===== src/rtl/quad_encoder_pkg.sv =====
// Shared constants for the quadrature encoder array:
// step modes, phase codes and parameter range limits.
package quad_encoder_pkg;

  localparam int STEP_X1 = 0;
  localparam int STEP_X2 = 1;
  localparam int STEP_X4 = 2;

  localparam logic [1:0] PH_00 = 2'b00;
  localparam logic [1:0] PH_01 = 2'b01;
  localparam logic [1:0] PH_11 = 2'b11;
  localparam logic [1:0] PH_10 = 2'b10;

  localparam int NUM_CH_MIN = 1;
  localparam int NUM_CH_MAX = 8;
  localparam int CNT_W_MIN  = 8;
  localparam int CNT_W_MAX  = 32;
  localparam int DEB_MIN    = 1;
  localparam int DEB_MAX    = 65535;
  localparam int DEB_W      = 16;

  // Direction is decided elsewhere; this only asks whether the
  // phase just entered is a counting point for the resolution.
  function automatic logic step_counts(
    input int         mode,
    input logic [1:0] ph
  );
    logic r;
    r = 1'b1;
    if (mode == STEP_X2)
      r = (ph == PH_00) || (ph == PH_11);
    else if (mode == STEP_X1)
      r = (ph == PH_00);
    return r;
  endfunction

endpackage


===== src/rtl/quad_encoder_channel.sv =====
// One encoder channel: synchroniser, debouncer, decoder, counter.
// Optional sticky err output under QUAD_ENCODER_ERR_DETECT_EN.
module quad_encoder_channel
  import quad_encoder_pkg::*;
#(
  parameter int CNT_W       = 16,
  parameter int DEB_CYCLES  = 50,
  parameter int ACTIVE_HIGH = 1,
  parameter int STEP_MODE   = STEP_X4,
  parameter int SATURATE    = 0
) (
  input  logic             clk,
  input  logic             reset,
  input  logic             enable,
  input  logic             a_in,
  input  logic             b_in,
  input  logic             clear,
  output logic             cw_pulse,
  output logic             ccw_pulse,
  output logic [CNT_W-1:0] position
`ifdef QUAD_ENCODER_ERR_DETECT_EN
  ,
  output logic             err
`endif
);

  localparam logic [CNT_W-1:0] POS_MAX =
    {1'b0, {(CNT_W-1){1'b1}}};
  localparam logic [CNT_W-1:0] POS_MIN =
    {1'b1, {(CNT_W-1){1'b0}}};
  localparam logic [DEB_W-1:0] DEB_LIM = DEB_W'(DEB_CYCLES);

  logic [1:0]       raw;
  logic [1:0]       s1_q, s2_q;
  logic [1:0]       deb_q, deb_d;
  logic [1:0]       prev_q;
  logic [DEB_W-1:0] cnt_q [2];
  logic [DEB_W-1:0] cnt_d [2];
  logic             mv_cw, mv_ccw;
  logic             cw_d, cw_q, ccw_d, ccw_q;
  logic [CNT_W-1:0] pos_d, pos_q;

  assign raw = (ACTIVE_HIGH != 0) ? {a_in, b_in}
                                  : ~{a_in, b_in};

  // The count must reach the limit and still see a difference,
  // so the bit flips one edge after DEB_CYCLES stable cycles.
  always_comb begin
    deb_d = deb_q;
    for (int i = 0; i < 2; i++) begin
      cnt_d[i] = '0;
      if (s2_q[i] != deb_q[i]) begin
        if (cnt_q[i] == DEB_LIM)
          deb_d[i] = s2_q[i];
        else
          cnt_d[i] = cnt_q[i] + DEB_W'(1);
      end
    end
  end

  always_comb begin
    mv_cw  = 1'b0;
    mv_ccw = 1'b0;
    unique case ({prev_q, deb_q})
      {PH_00, PH_01}, {PH_01, PH_11},
      {PH_11, PH_10}, {PH_10, PH_00}: mv_cw = 1'b1;
      {PH_00, PH_10}, {PH_10, PH_11},
      {PH_11, PH_01}, {PH_01, PH_00}: mv_ccw = 1'b1;
      default: ;
    endcase
  end

  assign cw_d  = enable & mv_cw &
                 step_counts(STEP_MODE, deb_q);
  assign ccw_d = enable & mv_ccw &
                 step_counts(STEP_MODE, deb_q);

  always_comb begin
    pos_d = pos_q;
    if (cw_d)
      pos_d = (SATURATE != 0 && pos_q == POS_MAX)
              ? pos_q : pos_q + CNT_W'(1);
    else if (ccw_d)
      pos_d = (SATURATE != 0 && pos_q == POS_MIN)
              ? pos_q : pos_q - CNT_W'(1);
    if (clear)
      pos_d = '0;
  end

  always_ff @(posedge clk) begin
    if (reset) begin
      s1_q     <= '0;
      s2_q     <= '0;
      deb_q    <= '0;
      prev_q   <= '0;
      cnt_q[0] <= '0;
      cnt_q[1] <= '0;
      cw_q     <= 1'b0;
      ccw_q    <= 1'b0;
      pos_q    <= '0;
    end else begin
      s1_q     <= raw;
      s2_q     <= s1_q;
      deb_q    <= deb_d;
      prev_q   <= deb_q;
      cnt_q[0] <= cnt_d[0];
      cnt_q[1] <= cnt_d[1];
      cw_q     <= cw_d;
      ccw_q    <= ccw_d;
      pos_q    <= pos_d;
    end
  end

  assign cw_pulse  = cw_q;
  assign ccw_pulse = ccw_q;
  assign position  = pos_q;

`ifdef QUAD_ENCODER_ERR_DETECT_EN
  logic bad;
  logic err_d, err_q;

  assign bad = ((prev_q ^ deb_q) == 2'b11);

  always_comb begin
    err_d = err_q;
    if (clear)
      err_d = 1'b0;
    if (bad)
      err_d = 1'b1;
  end

  always_ff @(posedge clk) begin
    if (reset)
      err_q <= 1'b0;
    else
      err_q <= err_d;
  end

  assign err = err_q;
`endif

endmodule


===== src/rtl/quad_encoder_array.sv =====
// NUM_CH independent quadrature encoder channels.
// Define QUAD_ENCODER_ERR_DETECT_EN to add the sticky err output.
module quad_encoder_array
  import quad_encoder_pkg::*;
#(
  parameter int NUM_CH      = 2,
  parameter int CNT_W       = 16,
  parameter int DEB_CYCLES  = 50,
  parameter int ACTIVE_HIGH = 1,
  parameter int STEP_MODE   = STEP_X4,
  parameter int SATURATE    = 0
) (
  input  logic                    clk,
  input  logic                    reset,
  input  logic                    enable,
  input  logic [NUM_CH-1:0]       a_in,
  input  logic [NUM_CH-1:0]       b_in,
  input  logic [NUM_CH-1:0]       clear,
  output logic [NUM_CH-1:0]       cw_pulse,
  output logic [NUM_CH-1:0]       ccw_pulse,
  output logic [NUM_CH*CNT_W-1:0] position
`ifdef QUAD_ENCODER_ERR_DETECT_EN
  ,
  output logic [NUM_CH-1:0]       err
`endif
);

  for (genvar g = 0; g < NUM_CH; g++) begin : g_ch
    quad_encoder_channel #(
      .CNT_W      (CNT_W),
      .DEB_CYCLES (DEB_CYCLES),
      .ACTIVE_HIGH(ACTIVE_HIGH),
      .STEP_MODE  (STEP_MODE),
      .SATURATE   (SATURATE)
    ) u_ch (
      .clk      (clk),
      .reset    (reset),
      .enable   (enable),
      .a_in     (a_in[g]),
      .b_in     (b_in[g]),
      .clear    (clear[g]),
      .cw_pulse (cw_pulse[g]),
      .ccw_pulse(ccw_pulse[g]),
      .position (position[g*CNT_W +: CNT_W])
`ifdef QUAD_ENCODER_ERR_DETECT_EN
      ,
      .err      (err[g])
`endif
    );
  end

endmodule


===== config.mk =====
export PLATFORM = sky130hd
export DESIGN_NAME = quad_encoder_array
export DESIGN_NICKNAME = d
export VERILOG_FILES = /design/src/rtl/quad_encoder_pkg.sv /design/src/rtl/quad_encoder_channel.sv /design/src/rtl/quad_encoder_array.sv
export SDC_FILE = /design/constraint.sdc
export NUM_CORES = 1
export LEC_CHECK = 0
export CORE_ASPECT_RATIO = 0.8
export CORE_MARGIN = 2
export CORE_UTILIZATION = 56
export DETAILED_ROUTE_END_ITERATION = 7
export PLACE_DENSITY_LB_ADDON = 0.2
export SYNTH_ARGS = -nofsm -noshare
export SYNTH_HDL_FRONTEND = slang
export SYNTH_SLANG_ARGS = --single-unit

===== constraint.sdc =====
create_clock -name clk -period 2.8 [get_ports clk]
set_input_delay 0.56 -clock clk [delete_from_list [all_inputs] [get_ports clk]]
set_output_delay 0.56 -clock clk [all_outputs]
set_load 0.05 [all_outputs]

-- Word-level counts from Yosys, hierarchy flattened
Memory sizes are Yosys's and may differ from the RTL's.
Cells that the tools add are included.
W data, S select, Z words.
- reductions and logical operators: 12
- muxes and demuxes: 23
- equality and inequality tests: 24
- add/sub/neg operators: 8
- bitwise operators: 8
- operators with widths (operator ; count):
    $mux W16 ; 16
    $add A16 B1 Y16 const B ; 6
    $eq A16 B6 Y1 const B ; 4
    $eq A4 B4 Y1 const B ; 8
    $sub A16 B1 Y16 const B ; 2
    $eq A4 B3 Y1 const B ; 4
    $reduce_or A4 Y1 ; 4
    $eq A4 B1 Y1 const B ; 2
    $eq A4 B2 Y1 const B ; 2
    $reduce_and A2 Y1 ; 4
    $mux W1 ; 7
    $and A1 B1 Y1 ; 4
    $ne A1 B1 Y1 ; 4
    $or A1 B1 Y1 ; 4
    $reduce_bool A2 Y1 ; 2
    $reduce_or A2 Y1 ; 2
- memories: 2
- output and inout port bits: 36
- word-level logic and storage cells: 93
- RAM bits: 64
- register bits: 52
- memories (memory ; depth ; bits a word ; rd ports ; clocked after memory_dff ; write ports ; line ; source):
    g_ch[0].u_ch.cnt_q ; 2 ; 16 ; 2 ; 0 ; 2 ; quad_encoder_channel.sv:37 ; logic [DEB_W-1:0] cnt_q [2];
    g_ch[1].u_ch.cnt_q ; 2 ; 16 ; 2 ; 0 ; 2 ; quad_encoder_channel.sv:37 ;

-- Longest topological paths before layout
- word-level depth: 6
- gate-level depth with buffers: 11
- gate-level depth less buffers: 11

-- Modules after synthesis
Synthesis repeated with hierarchy kept, for this count alone.
- cell total of the unflattened synthesis: 696
- area, all modules: 5843.1 um2
- by module, submodules not included (module ; area an instance (um2) ; times used ; cells an instance):
    quad_encoder_channel ; 2921.6 ; 2 ; 348

-- Least setup slack after synthesis
Ideal clock, no wire load.
- path type: register to register
- start: reg g_ch[0].u_ch.deb_q[0]
- end: reg g_ch[0].u_ch.pos_q[13]
- required time: 2680 ps
- clock period less this slack: 2535 ps
- buffers on the path: 0
- path slack: 265 ps
- cell stages (with the launch flop): 10
- library setup time: 120 ps
- arrival time: 2415 ps
- path through: dfxtp_1 -> xor2_1 -> nand3_2 -> ha_1 -> a2111o_1 -> o21ai_0 -> o21ai_0 -> o221ai_1 -> nor4_1 -> a211o_1
- longest elaborated chain between the ends: 5
- elaborated cells between the ends (all ways): 16
- RTL lines (what ; line ; source):
    start: declaration ; quad_encoder_channel.sv:35 ; logic [1:0] deb_q, deb_d;
    start signal: assignment ; quad_encoder_channel.sv:94 ; deb_q <= '0;
    start signal: assignment ; quad_encoder_channel.sv:104 ; deb_q <= deb_d;
    $eq A4 B1 Y1 (tied with other cells) ; quad_encoder_channel.sv:64 ; unique case ({prev_q, deb_q})
    $reduce_or A4 Y1 ; quad_encoder_channel.sv:64 ;
    $mux W1 ; quad_encoder_channel.sv:64 ;
    $and A1 B1 Y1, on equally long branches ; quad_encoder_channel.sv:73, quad_encoder_channel.sv:75 ;
    $mux W16 or $reduce_bool A2 Y1 (tied branches) ; - ;
    end signal: assignment ; quad_encoder_channel.sv:110 ; pos_q <= pos_d;
    end: declaration ; quad_encoder_channel.sv:41 ; logic [CNT_W-1:0] pos_d, pos_q;
Parallel ways exist; a longest one is shown, timed or not.
A chain may end at the register's enable or synchronous reset.

-- Worst setup path in the final report
- start: reg g_ch[0].u_ch.deb_q[0]
- end: reg g_ch[0].u_ch.pos_q[14]
The elaborated chain is that of the path after synthesis.

==> metrics.txt <==
largest net degree at the start of global routing=27; Net Count, Synth=740; Synth cell types=52; met3 track demand over resource=0.0508; most instantiated flip-flop cell in the synthesis netlist=sky130_fd_sc_hd__dfxtp_1; total core area=approximately 10000 µm²; horizontal extent of the die=approximately 120 µm; clock tree from TritonCTS=yes; biggest cell delay along the critical path=0.43 ns; Detail Route Antenna Nets=0; fraction of power consumed by the clock network=0.549; maximum clock frequency=roughly 380 MHz; routability congestion estimate=approximately 0.92; leakage power of the design=0.00300 µW; area of the die=roughly 11000 µm²; transition time of the tightest slew-check pin=0.542 ns; Core Rows=33; data required time of the critical path=around 3.1 ns; via count of the first global-routing pass=between 4k and 5k; outcome=finished clean; post-detailed-route wirelength per cell=13.9 µm; Crit Path Class=flop to flop; violation count after the first detailed-routing iteration=427; sequential power share=0.437; net switching power figure=~750 µW; Clock Path Buffers=2; worst min path class=flop to flop; dominant cell type by count on the critical path=sky130_fd_sc_hd__a21oi_1; number of top-level design ports=between 40 and 50; Mapped Avg Cell Area=8.50 µm²; minimum clock period after layout=between 2 and 3 ns; clock-pin slew reported for the worst setup and hold paths after clock tree synthesis=about 0.050 ns; via count normalized by instance count=about 5.5; cells traversed along the worst timing path=xor2_2 > nand3_4 > buf_4 > ha_1 > a21o_1 > a21oi_1 > nor2_1 > a311o_1 > or3_1 > nand3_1 > a21oi_1; area share of the largest cell type after synthesis=0.395; detailed-route DRC error count=0; number of clock buffers inserted by TritonCTS=17; final number of setup-violating endpoints=0; buffer type at the clock tree root=sky130_fd_sc_hd__clkbuf_16; share of cells above drive strength 1=0.135; sum of net half-perimeters after detailed placement=around 9100 µm; number of nets in the final layout=about 850; effective utilization at floorplan=0.574; met1 routing resource usage after global routing=0.298; number of enable-type register cells in the synthesized netlist=0; flops & latches, synth=roughly 120; fraction of registers with async set or reset after synthesis=0; Port Buf Inserts=44; Syn Inst Count=691; antenna violations before repair=0; summed instance area of the synthesized netlist=between 5000 and 6000 µm²; global-route met2 utilization=0.416; ranking of synthesized cells by area=sky130_fd_sc_hd__dfxtp_1 (40%), sky130_fd_sc_hd__ha_1 (8.1%), sky130_fd_sc_hd__xor2_1 (7.5%), sky130_fd_sc_hd__nor2_1 (7.2%), sky130_fd_sc_hd__nand2_1 (4.5%); final worst-path cycle share=0.948; Worst Path Max Fanout=8; height of the chip=95.6 µm; number of optimization iterations in the first detailed-route pass=5; relative area change from synthesis to final layout=27.3%; total number of clock tree sinks=116; Rel. slew slack=0.638; clk_skew=roughly 0.0094 ns; count of H-tree levels built during CTS=4; Synthesis Warnings=0; total inserted antenna cells=0; Worst path slowest cell=sky130_fd_sc_hd__dfxtp_1; post-route design area=around 7500 µm²; cell class contributing the biggest share of worst-path delay=compound AO/OA/AOI/OAI gates; most used routing layer=met2; maximum vdd drop=between 0.0005 and 0.0006 V; clock latency reported for the late side of the worst-skew pair=0.41 ns; Internal=just over 3000 µW; count of vias placed by the detailed router=approximately 5.2k; category of the worst setup path launch point=flop; Pins Over Slew Limit=0; Worst Path Buf+Inv=1; aggregate global routing overflow=0; total global routing track utilization=0.242; Sw Ratio=0.196; Final Hold Fails=0; cell type with the largest total area after synthesis=sky130_fd_sc_hd__dfxtp_1; Total Wirelength=13100 µm; post-place instance area=6830 µm²; category of the worst setup path capture point=flop; wire length of the first global-routing pass=about 22000 µm; pre-CTS setup slack=-0.475 ns; total of max-cap violations=0; sequential fraction of the synthesis area=0.395; Final WS setup=0.145 ns; Power per Cell Area=roughly 510 nW/µm²; Critical Path AT=2.94 ns; combinational group share of total power=0.014
==> path summary, 6_finish.rpt <==
path	start	slack, ns	end	cells past startpoint
setup reg to reg	g_ch[0].u_ch.deb_q[0]	0.14	g_ch[0].u_ch.position[14]	11
hold / removal	g_ch[1].u_ch.s1_q[0]	0.44	g_ch[1].u_ch.s2_q[0]	1
hold reg to reg	g_ch[1].u_ch.s1_q[0]	0.44	g_ch[1].u_ch.s2_q[0]	1
setup / recovery	g_ch[0].u_ch.deb_q[0]	0.14	g_ch[0].u_ch.position[14]	11
==> logic make-up after synthesis <==
| logic type | count (synthesis) | synth area share |
|---|---|---|
| AND/OR/NAND/NOR | 304 | 0.242 |
| adder cells (fa/ha/maj) | 40 | 0.0877 |
| AO/OA/AOI/OAI | 109 | 0.115 |
| XOR/XNOR | 80 | 0.119 |
| buffers and inverters | 37 | 0.0322 |
| flip-flops | 116 | 0.395 |
| multiplexers | 5 | 0.00852 |
==> metal layers <==
metal / vias up / routed length, µm
met5: - / 0
met3: 25 / 526
li1: 2590 / -
met2: 123 / 6350
met4: 0 / 238
met1: 2428 / 6030
==> state kept, by name, indices dropped and copies added (netlist names) <==
register	flops
g_ch.u_ch.cnt_q	64
g_ch.u_ch.position	32
g_ch.u_ch.deb_q	4
g_ch.u_ch.prev_q	4
g_ch.u_ch.s1_q	4
g_ch.u_ch.s2_q	4
g_ch.u_ch.ccw_pulse	2
g_ch.u_ch.cw_pulse	2
==> stage by stage <==
stage | std cells | TNS, ns | power [µW] | utilization | hold WS [ns]
final | 946 | 0 | 3810 | 0.730 | 0.436
after floorplan | 691 | 0 | 1730 | - | 0.414
after global routing | 946 | -0.0171 | 3920 | 0.730 | 0.455
after global placement | 916 | -3.26 | 1750 | 0.667 | 0.417
after CTS | 945 | 0 | 3840 | 0.725 | 0.440
after detailed placement | 916 | -4.90 | 1750 | 0.667 | 0.427
==> repair_timing <==
item                                    in CTS  in global routing
buffers inserted                             0                  1
endpoints found under the hold margin        0                  0
endpoints found under the setup margin       5                 12
pin swaps                                    0                  3
hold buffers                                 0                  0
gates resized for setup                      4                  8
==> cells in the mapped netlist, types with 12 or more instances <==
cell	n
sky130_fd_sc_hd__dfxtp_1	116
sky130_fd_sc_hd__nor2_1	113
sky130_fd_sc_hd__nand2_1	71
sky130_fd_sc_hd__xor2_1	50
sky130_fd_sc_hd__a21oi_1	45
sky130_fd_sc_hd__ha_1	38
sky130_fd_sc_hd__nand3_1	32
sky130_fd_sc_hd__xnor2_1	30
sky130_fd_sc_hd__inv_1	16
sky130_fd_sc_hd__o21ai_0	16
sky130_fd_sc_hd__nor2b_1	14
sky130_fd_sc_hd__nand4_1	13
sky130_fd_sc_hd__and3_1	12
==> area by class of cell <==
cell class              count  area (µm²)
multi-input cells         538        3440
clock inverters             5        75.1
inverters                  16        60.1
repair buffers            107         916
clock buffers              24         492
fillers                   787        2760
well taps                 140         175
flip-flops and latches    116        2320
==> cells in the final DEF (no fill, tap or decap), types with 3 or more instances in the layout <==
master                            count
sky130_fd_sc_hd__nand2_1             71
sky130_fd_sc_hd__buf_4               63
sky130_fd_sc_hd__dfxtp_1            115
sky130_fd_sc_hd__clkdlybuf4s50_1     43
sky130_fd_sc_hd__a211oi_1             8
sky130_fd_sc_hd__o211ai_1             4
sky130_fd_sc_hd__nand2b_1             6
sky130_fd_sc_hd__a31oi_1              3
sky130_fd_sc_hd__xnor2_1             28
sky130_fd_sc_hd__o21ai_0             16
sky130_fd_sc_hd__and3_1              12
sky130_fd_sc_hd__or3_1                7
sky130_fd_sc_hd__o21a_1               4
sky130_fd_sc_hd__or4_1                6
sky130_fd_sc_hd__nand2_2              4
sky130_fd_sc_hd__nand3_1             32
sky130_fd_sc_hd__nor2b_1             14
sky130_fd_sc_hd__clkbuf_16           17
sky130_fd_sc_hd__nor4_1               9
sky130_fd_sc_hd__nand4_1             13
sky130_fd_sc_hd__xor2_1              48
sky130_fd_sc_hd__clkinv_2             3
sky130_fd_sc_hd__clkbuf_8             4
sky130_fd_sc_hd__a21oi_1             45
sky130_fd_sc_hd__ha_1                38
sky130_fd_sc_hd__mux2i_1              5
sky130_fd_sc_hd__nor2_1             113
sky130_fd_sc_hd__nor3_1               8
sky130_fd_sc_hd__inv_1               16
sky130_fd_sc_hd__a21o_1              11
sky130_fd_sc_hd__clkbuf_1             3
==> power groups by stage <==
stage / combinational, µW / sequential (µW) / clock (µW)
final: 51.9 / 1670 / 2090
after CTS: 51.4 / 1660 / 2120
after global routing: 56.1 / 1660 / 2200
after detailed placement: 50.6 / 1700 / 0
after floorplan: 30.7 / 1700 / 0
after global placement: 49.4 / 1700 / 0
Note: power is estimated with default switching activity, not from simulation.
